### config.mk
export PLATFORM = sky130hd
export DESIGN_NAME = fb_arbiter
export DESIGN_NICKNAME = d
export VERILOG_FILES = /design/src/rtl/fb_pkg.sv /design/src/rtl/fb_addr_gen.sv /design/src/rtl/fb_arbiter.sv
export SDC_FILE = /design/constraint.sdc
export NUM_CORES = 1
export LEC_CHECK = 0
export ABC_AREA = 0
export CAP_MARGIN = 20
export CORE_MARGIN = 2
export CORE_UTILIZATION = 45
export DETAILED_ROUTE_END_ITERATION = 8
export PLACE_DENSITY = 0.75
export SYNTH_ARGS = -nofsm -noshare
export SYNTH_HDL_FRONTEND = slang
export SYNTH_SLANG_ARGS = --single-unit
### constraint.sdc
create_clock -name clk -period 2.3 [get_ports clk]
set_input_delay 0.46 -clock clk [delete_from_list [all_inputs] [get_ports clk]]
set_output_delay 0.46 -clock clk [all_outputs]
set_load 0.005 [all_outputs]
### src/rtl/fb_pkg.sv
// fb_pkg: frame-buffer arbiter defaults, FSM states and RGB field positions
package fb_pkg;
  localparam int FB_W = 160;
  localparam int FB_H = 120;
  localparam int SHIFT = 2;
  localparam int ADDR_W = 15;
  localparam int DATA_W = 12;
  localparam int CH_W = 4;
  localparam int RED_LSB = 8;
  localparam int GRN_LSB = 4;
  localparam int BLU_LSB = 0;
  typedef enum logic [1:0] {IDLE, RD, WR} fb_state_t;
endpackage

### src/rtl/fb_addr_gen.sv
// fb_addr_gen: multiplier-free display address from replicated column/row counters
module fb_addr_gen
  import fb_pkg::*;
#(
  parameter int FB_W = fb_pkg::FB_W,
  parameter int FB_H = fb_pkg::FB_H,
  parameter int SHIFT = fb_pkg::SHIFT,
  parameter int ADDR_W = fb_pkg::ADDR_W
) (
  input  logic              clk,
  input  logic              i_sclr,
  input  logic              i_slot,
  input  logic              i_haddr_en,
  input  logic              i_vaddr_en,
  output logic [ADDR_W-1:0] o_addr
);
  localparam logic [ADDR_W-1:0] COL_MAX = ADDR_W'(FB_W - 1);
  localparam logic [ADDR_W-1:0] ROW_MAX = ADDR_W'((FB_H - 1) * FB_W);
  localparam logic [ADDR_W-1:0] ROW_STEP = ADDR_W'(FB_W);
  logic [SHIFT-1:0] hsub, vsub;
  logic [ADDR_W-1:0] col, row_base;
  logic haddr_q, h_fall;
  assign h_fall = haddr_q & ~i_haddr_en;
  assign o_addr = row_base + col;
  // advance sub-pixel counters per slot, step rows on each line end
  always_ff @(posedge clk) begin
    haddr_q <= ~i_sclr & i_haddr_en;
    if (i_sclr || !i_vaddr_en) begin
      hsub <= '0;
      vsub <= '0;
      col <= '0;
      row_base <= '0;
    end else if (h_fall) begin
      hsub <= '0;
      col <= '0;
      vsub <= vsub + 1'b1;
      if (&vsub && row_base < ROW_MAX) row_base <= row_base + ROW_STEP;
    end else if (i_slot) begin
      hsub <= hsub + 1'b1;
      if (&hsub && col < COL_MAX) col <= col + 1'b1;
    end
  end
endmodule

### src/rtl/fb_arbiter.sv
// fb_arbiter: frame-buffer port arbiter, display reads over writes; FB_ARB_VBLANK_WR_EN limits writes to vblank
module fb_arbiter
  import fb_pkg::*;
#(
  parameter int FB_W = fb_pkg::FB_W,
  parameter int FB_H = fb_pkg::FB_H,
  parameter int SHIFT = fb_pkg::SHIFT,
  parameter int ADDR_W = fb_pkg::ADDR_W,
  parameter int DATA_W = fb_pkg::DATA_W
) (
  input  logic              clk,
  input  logic              i_sclr,
  input  logic              i_px_clk,
  input  logic              i_haddr_en,
  input  logic              i_vaddr_en,
  input  logic              i_wr_req,
  input  logic [ADDR_W-1:0] i_wr_addr,
  input  logic [DATA_W-1:0] i_wr_data,
  output logic              o_wr_ack,
  output logic              o_mem_en,
  output logic              o_mem_we,
  output logic [ADDR_W-1:0] o_mem_addr,
  output logic [DATA_W-1:0] o_mem_wdata,
  input  logic [DATA_W-1:0] i_mem_rdata,
  output logic [CH_W-1:0]   o_vga_red,
  output logic [CH_W-1:0]   o_vga_green,
  output logic [CH_W-1:0]   o_vga_blue
);
  fb_state_t state;
  logic slot, wr_ok, wr_go, rd_q, blank_d1, blank_d2;
  logic [ADDR_W-1:0] disp_addr;
  assign slot = i_px_clk & i_haddr_en & i_vaddr_en;
`ifdef FB_ARB_VBLANK_WR_EN
  assign wr_ok = i_wr_req & ~o_wr_ack & ~i_vaddr_en;
`else
  assign wr_ok = i_wr_req & ~o_wr_ack;
`endif
  assign wr_go = ~slot & wr_ok;
  fb_addr_gen #(.FB_W(FB_W), .FB_H(FB_H), .SHIFT(SHIFT), .ADDR_W(ADDR_W)) u_addr_gen (
    .clk       (clk),
    .i_sclr    (i_sclr),
    .i_slot    (slot),
    .i_haddr_en(i_haddr_en),
    .i_vaddr_en(i_vaddr_en),
    .o_addr    (disp_addr)
  );
  // choose next memory command: display read, else write, else idle
  always_ff @(posedge clk) begin
    if (i_sclr) begin
      state <= IDLE;
      o_mem_en <= 1'b0;
      o_mem_we <= 1'b0;
      o_wr_ack <= 1'b0;
      o_mem_addr <= '0;
      o_mem_wdata <= '0;
    end else begin
      state <= slot ? RD : wr_go ? WR : IDLE;
      o_mem_en <= slot | wr_ok;
      o_mem_we <= wr_go;
      o_wr_ack <= wr_go;
      o_mem_addr <= slot ? disp_addr : wr_go ? i_wr_addr : '0;
      o_mem_wdata <= wr_go ? i_wr_data : '0;
    end
  end
  // register read data into the pixel, or black for enables outside active video
  always_ff @(posedge clk) begin
    if (i_sclr) begin
      rd_q <= 1'b0;
      blank_d1 <= 1'b0;
      blank_d2 <= 1'b0;
      o_vga_red <= '0;
      o_vga_green <= '0;
      o_vga_blue <= '0;
    end else begin
      rd_q <= state == RD;
      blank_d1 <= i_px_clk & ~(i_haddr_en & i_vaddr_en);
      blank_d2 <= blank_d1;
      if (rd_q) begin
        o_vga_red <= i_mem_rdata[RED_LSB +: CH_W];
        o_vga_green <= i_mem_rdata[GRN_LSB +: CH_W];
        o_vga_blue <= i_mem_rdata[BLU_LSB +: CH_W];
      end else if (blank_d2) begin
        o_vga_red <= '0;
        o_vga_green <= '0;
        o_vga_blue <= '0;
      end
    end
  end
endmodule
# Word-level counts from Yosys, hierarchy flattened

Index checks and enable logic that the tools add are counted.

Bits in registers: 81
Bits in latches: 0
Memory bits (writable): 0
ROM bits: 0
Output and inout bits: 42
Word-level logic and storage cells: 60
Memories: 0

Add/sub/neg operators: 5
Multiply operators: 0
Div/mod/pow operators: 0
$lt $le $gt $ge: 2
Equal/unequal tests: 1
Shift-type cells: 0
Multiplexer cells: 8
Bitwise operators: 15
Reduce and logical (&&, ||, !) cells: 12

Operators by type and width:

| cell                                                                           | count |
|---|---|
| 15-bit two-way mux                                                             | 2 |
| 4-bit two-way mux                                                              | 4 |
| 15-bit by 1-bit adder with 15-bit output (second input constant)               | 1 |
| 15-bit adder                                                                   | 1 |
| 15-bit by 8-bit adder with 15-bit output (second input constant)               | 1 |
| 15-bit less-than comparator (second input constant)                            | 1 |
| 15-bit by 8-bit less-than comparator with 1-bit output (second input constant) | 1 |
| 1-bit bitwise AND                                                              | 8 |
| 2-bit AND reduction                                                            | 4 |
| 1-bit NOT                                                                      | 6 |
| 2-bit OR reduction                                                             | 3 |
| 2-bit by 1-bit adder with 2-bit output (second input constant)                 | 2 |
| 2-bit by 1-bit equality test with 1-bit output (second input constant)         | 1 |
| 1-bit logical AND                                                              | 2 |
| 2-bit two-way mux                                                              | 1 |
| 2-bit nonzero test                                                             | 1 |
| 1-bit zero test                                                                | 1 |
| 1-bit logical OR                                                               | 1 |
| 1-bit two-way mux                                                              | 1 |
| 1-bit OR                                                                       | 1 |

# Longest topological paths before layout

Word-level depth: 6
Mapped depth: 7
Gate-level depth less buffers: 7

# Modules after synthesis

A second synthesis with hierarchy kept.

Cell total of the unflattened synthesis: 353
Area total of the unflattened synthesis: 3358.2 um2

By module, submodules not included:

| module      | instances | cells an instance | area each (um2) |
|---|---|---|---|
| fb_addr_gen | 1         | 188               | 1699.1 |
| fb_arbiter  | 1         | 165               | 1659.1 |

# Least setup slack after synthesis

Ideal clock, no wire load.

Path type: register to register
Start: register u_addr_gen.row_base[5]
End: register o_mem_addr[11]
Setup time: 0.117 ns
Arrival time: 1.798 ns
Setup slack: 0.385 ns
Cell stages (with the launch flop): 8
Path buffers: 0
Period minus slack after synthesis: 1.915 ns
Cell sequence: dfxtp_1 -> ha_1 -> fa_1 -> a211oi_1 -> o21ai_0 -> a21oi_1 -> xnor2_1 -> a22o_1

Longest elaborated chain between the ends: 2

RTL lines:

| item                     | line              | text |
|---|---|---|
| start: declaration       | fb_addr_gen.sv:21 | `logic [ADDR_W-1:0] col, row_base;` |
| start signal: assignment | fb_addr_gen.sv:37 | `if (&vsub && row_base < ROW_MAX) row_base <= row_base + ROW_STEP;` |
| 15-bit adder             | fb_addr_gen.sv:24 | `assign o_addr = row_base + col;` |
| 15-bit two-way mux       | fb_arbiter.sv:61  | `o_mem_addr <= slot ? disp_addr : wr_go ? i_wr_addr : '0;` |
| end signal: assignment   | fb_arbiter.sv:61  |  |
| end: declaration         | fb_arbiter.sv:22  | `output logic [ADDR_W-1:0] o_mem_addr,` |

Every way passes these cells.
A chain may end at the register's enable or synchronous reset.

# Worst setup path after layout

Ends and elaborated chain as after synthesis.

==> flow_summary.ini <==
[run_status]
outcome = finished clean

[drt]
vias_per_cell = 4.961
first_pass_iters = 4
vias = 2555
drt-initial-drc-count = 57
final_antenna_net_count = 0
post-route-drc-count = 0
drt-total-wl_mm = 6.995
wl_per_cell_um = 13.58

[cells_and_area]
diodes = 0
fill_cells = 577
drive_above_1_share = 0.08115
nets = 473
syn2layout_area_growth_pct = 37.80

[clocking]
cts_buffers = 9
clkTransAtPathRegs_ns = 0.08
ctsHoldBuffers = 0
postCtsSetupRepairBufs = 0
root_buffer = clkbuf_8
cts_resized = 0
h-tree-depth = 3
insertion_delay_ns = 0.35
clk_path_buf_depth = 2
tritoncts = done
cts_sinks = 76

[worst_hold_path]
min_from = state[1]$_SDFF_PP0_
hp-class = register to register
min_path_cells = 1
worstHoldEndpoint = rd_q$_SDFF_PP0_

[global_route]
grt_pass1_wl_mm = 11.41
gr-total-overflow = 0
grt_max_degree = 29
antenna_found_initial = 0
grtUsageTotal = 0.1920
grt_pass1_vias = 2448

[setup_path]
reg2reg_slack_ns = 0.18
slowest_delay_ns = 0.44
r2r_start = u_addr_gen.row_base[5]$_SDFFE_PP0P_
worst-setup-path-type = register to register
required_ns = 2.54
r2r-end = o_mem_addr[11]$_SDFF_PP0_
crit_fanout = 4
start_kind = register
cp-end-kind = register
path_delay_family = compound AO/OA/AOI/OAI gates
rr_worst_depth = 7
cp_num_buf_inv = 0
cp.arrival_ns = 2.36
cp_cell_sequence = ha_1 > fa_1 > a211oi_1 > o21ai_0 > a21oi_1 > xnor2_1 > a22o_1
slowest_stage = fa_1
startpoint = u_addr_gen.row_base[5]$_SDFFE_PP0P_

[floorplan]
die_h_um = 87.99
initial_core_util = 0.4672
rows = 30
core_region_area_um2 = 6794
die_x_um = 87.99
die_area_um2 = 7742
io_pins = 87

[run]
drv_cap = 0

[sta]
timing.fmax_mhz = 472.6
rsz0062_at_grt = no
finalSetupTns_ns = 0
period_share = 0.9200
maxSlewViolCount = 0
layout_min_cycle_time_ns = 2.116
finClkSkew_ns = 0.007352
tightestPinTransition_ns = 0.7276
hold_viol = 0
setup_violations = 0
max-slew-margin-rel = 0.5143

[pwr]
cellLeakagePower_nw = 1.666
power.total_mw = 2.614
cellPowerDensity_nw_per_um2 = 597.6
ir_drop_mv = 0.3618

[placed_design]
portBuffers = 86
gp_congestion = 0.8294
dp_hpwl_mm = 5.216

[yosys]
synthCells = 323
synth_area_per_cell_um2 = 9.828
syn-cell-area_um2 = 3174
ys_warn_count = 0
synth_cell_type_count = 48
ys_seq_area_frac = 0.4793
synth_nets = 382
synth-seq-cells = 76
-- state kept, by name, summed over array words and instances (netlist names), 2 cells and up --
name and count:
o_mem_addr 15, o_vga_blue 4, u_addr_gen.hsub 2, state 2, u_addr_gen.vsub 2, o_vga_green 4
u_addr_gen.row_base 10, u_addr_gen.col 15, o_mem_wdata 12, o_vga_red 4
-- cells in the mapped netlist, drive strengths merged --
cell / instances / area, µm²
a41oi: 1 / 8.760
and3: 8 / 50.05
a31oi: 3 / 18.77
a21boi: 1 / 7.510
a22o: 12 / 105.1
or3: 1 / 6.260
nor2: 43 / 161.4
a21oi: 24 / 123.9
xnor2: 16 / 140.1
nor3b: 13 / 97.59
a21o: 2 / 15.01
nor2b: 4 / 25.02
o22ai: 1 / 6.260
buf: 4 / 27.52
ha: 13 / 162.7
a2111oi: 2 / 55.05
a41o: 1 / 10.01
and2: 13 / 81.33
xor2: 3 / 26.28
o211ai: 1 / 12.51
clkbuf: 10 / 37.54
nor3: 2 / 21.27
o21bai: 1 / 7.510
o31ai: 1 / 7.510
mux2i: 4 / 40.04
nor4: 3 / 33.78
a22oi: 1 / 7.510
a31o: 1 / 8.760
nand3: 6 / 42.54
nand2b: 3 / 18.77
nand4b: 1 / 8.760
and2b: 1 / 7.510
inv: 5 / 18.77
dfxtp: 76 / 1521
o21ai: 12 / 60.05
a211oi: 10 / 80.07
fa: 1 / 20.02
nor4b: 1 / 23.77
nand2: 18 / 67.56
-- kinds of logic after synthesis --
kind of cell	after synthesis	synth area share
AO/OA/AOI/OAI	74	0.1683
XOR/XNOR	19	0.05242
adder cells (fa/ha/maj)	14	0.05755
buffers and inverters	19	0.02641
flip-flops	76	0.4793
multiplexers	4	0.01261
AND/OR/NAND/NOR	117	0.2034
-- layout make-up --
| class | count | area [µm²] | area share |
|---|---|---|---|
| clock buffers | 11 | 151.4 | 0.03461 |
| clock inverters | 5 | 60.06 | 0.01373 |
| inverters | 5 | 18.77 | 0.004291 |
| multi-input cells | 228 | 1569 | 0.3587 |
| flip-flops and latches | 76 | 1521 | 0.3478 |
| well taps | 96 | 120.1 | 0.02746 |
| repair buffers | 94 | 933.4 | 0.2134 |
-- metrics by stage --
stage	cells	utilization	instance area (µm²)	setup slack [ns]	hold slack [ns]
after global placement	499	0.6127	4163	0.1554	0.3798
after floorplan	323	-	3174	0.3852	0.3729
final	515	0.6438	4374	0.1841	0.3985
after global routing	515	0.6438	4374	0.08971	0.4328
after detailed placement	499	0.6127	4163	0.1112	0.3901
after CTS	515	0.6438	4374	0.1866	0.4014
-- layout by cell type (no fill, tap or decap), drive strengths merged, types with 11 or more instances in the layout --
cell type and count:
a22o 12, ha 13, nor3b 13, a21oi 24, xnor2 16, clkbuf 11
nor2 43, nand2 18, dfxtp 76, o21ai 12, and2 13, clkdlybuf4s50 86
-- report_power, final --
part / internal, mW / total [mW] / switching (mW)
Clock: 0.562 / 1.06 / 0.494
Combinational: 0.136 / 0.204 / 0.0682
Sequential: 1.34 / 1.35 / 0.0113
-- worst max-delay path by stage --
| stage | slack (ns) | depth (start not counted) | to |
|---|---|---|---|
| 5_1_grt | 0.09 | 7 | o_mem_addr[11]$_SDFF_PP0_ |
| 3_5_place_dp | 0.11 | 6 | u_addr_gen.row_base[11]$_SDFFE_PP0P_ |
| 4_1_cts | 0.19 | 7 | o_mem_addr[11]$_SDFF_PP0_ |
| 2_1_floorplan | 0.39 | 7 | o_mem_addr[11]$_SDFF_PP0_ |
| 6_report | 0.18 | 7 | o_mem_addr[11]$_SDFF_PP0_ |
| 3_3_place_gp | 0.16 | 6 | u_addr_gen.row_base[11]$_SDFFE_PP0P_ |
-- per-layer routing --
metal	wire length [µm]	vias up	track usage
met5	0	-	0
met4	118	0	0.08392
met3	443	11	0.05467
met2	3392	72	0.3161
met1	3041	1155	0.2341
li1	-	1317	-
Note: power is estimated with default switching activity, not from simulation.
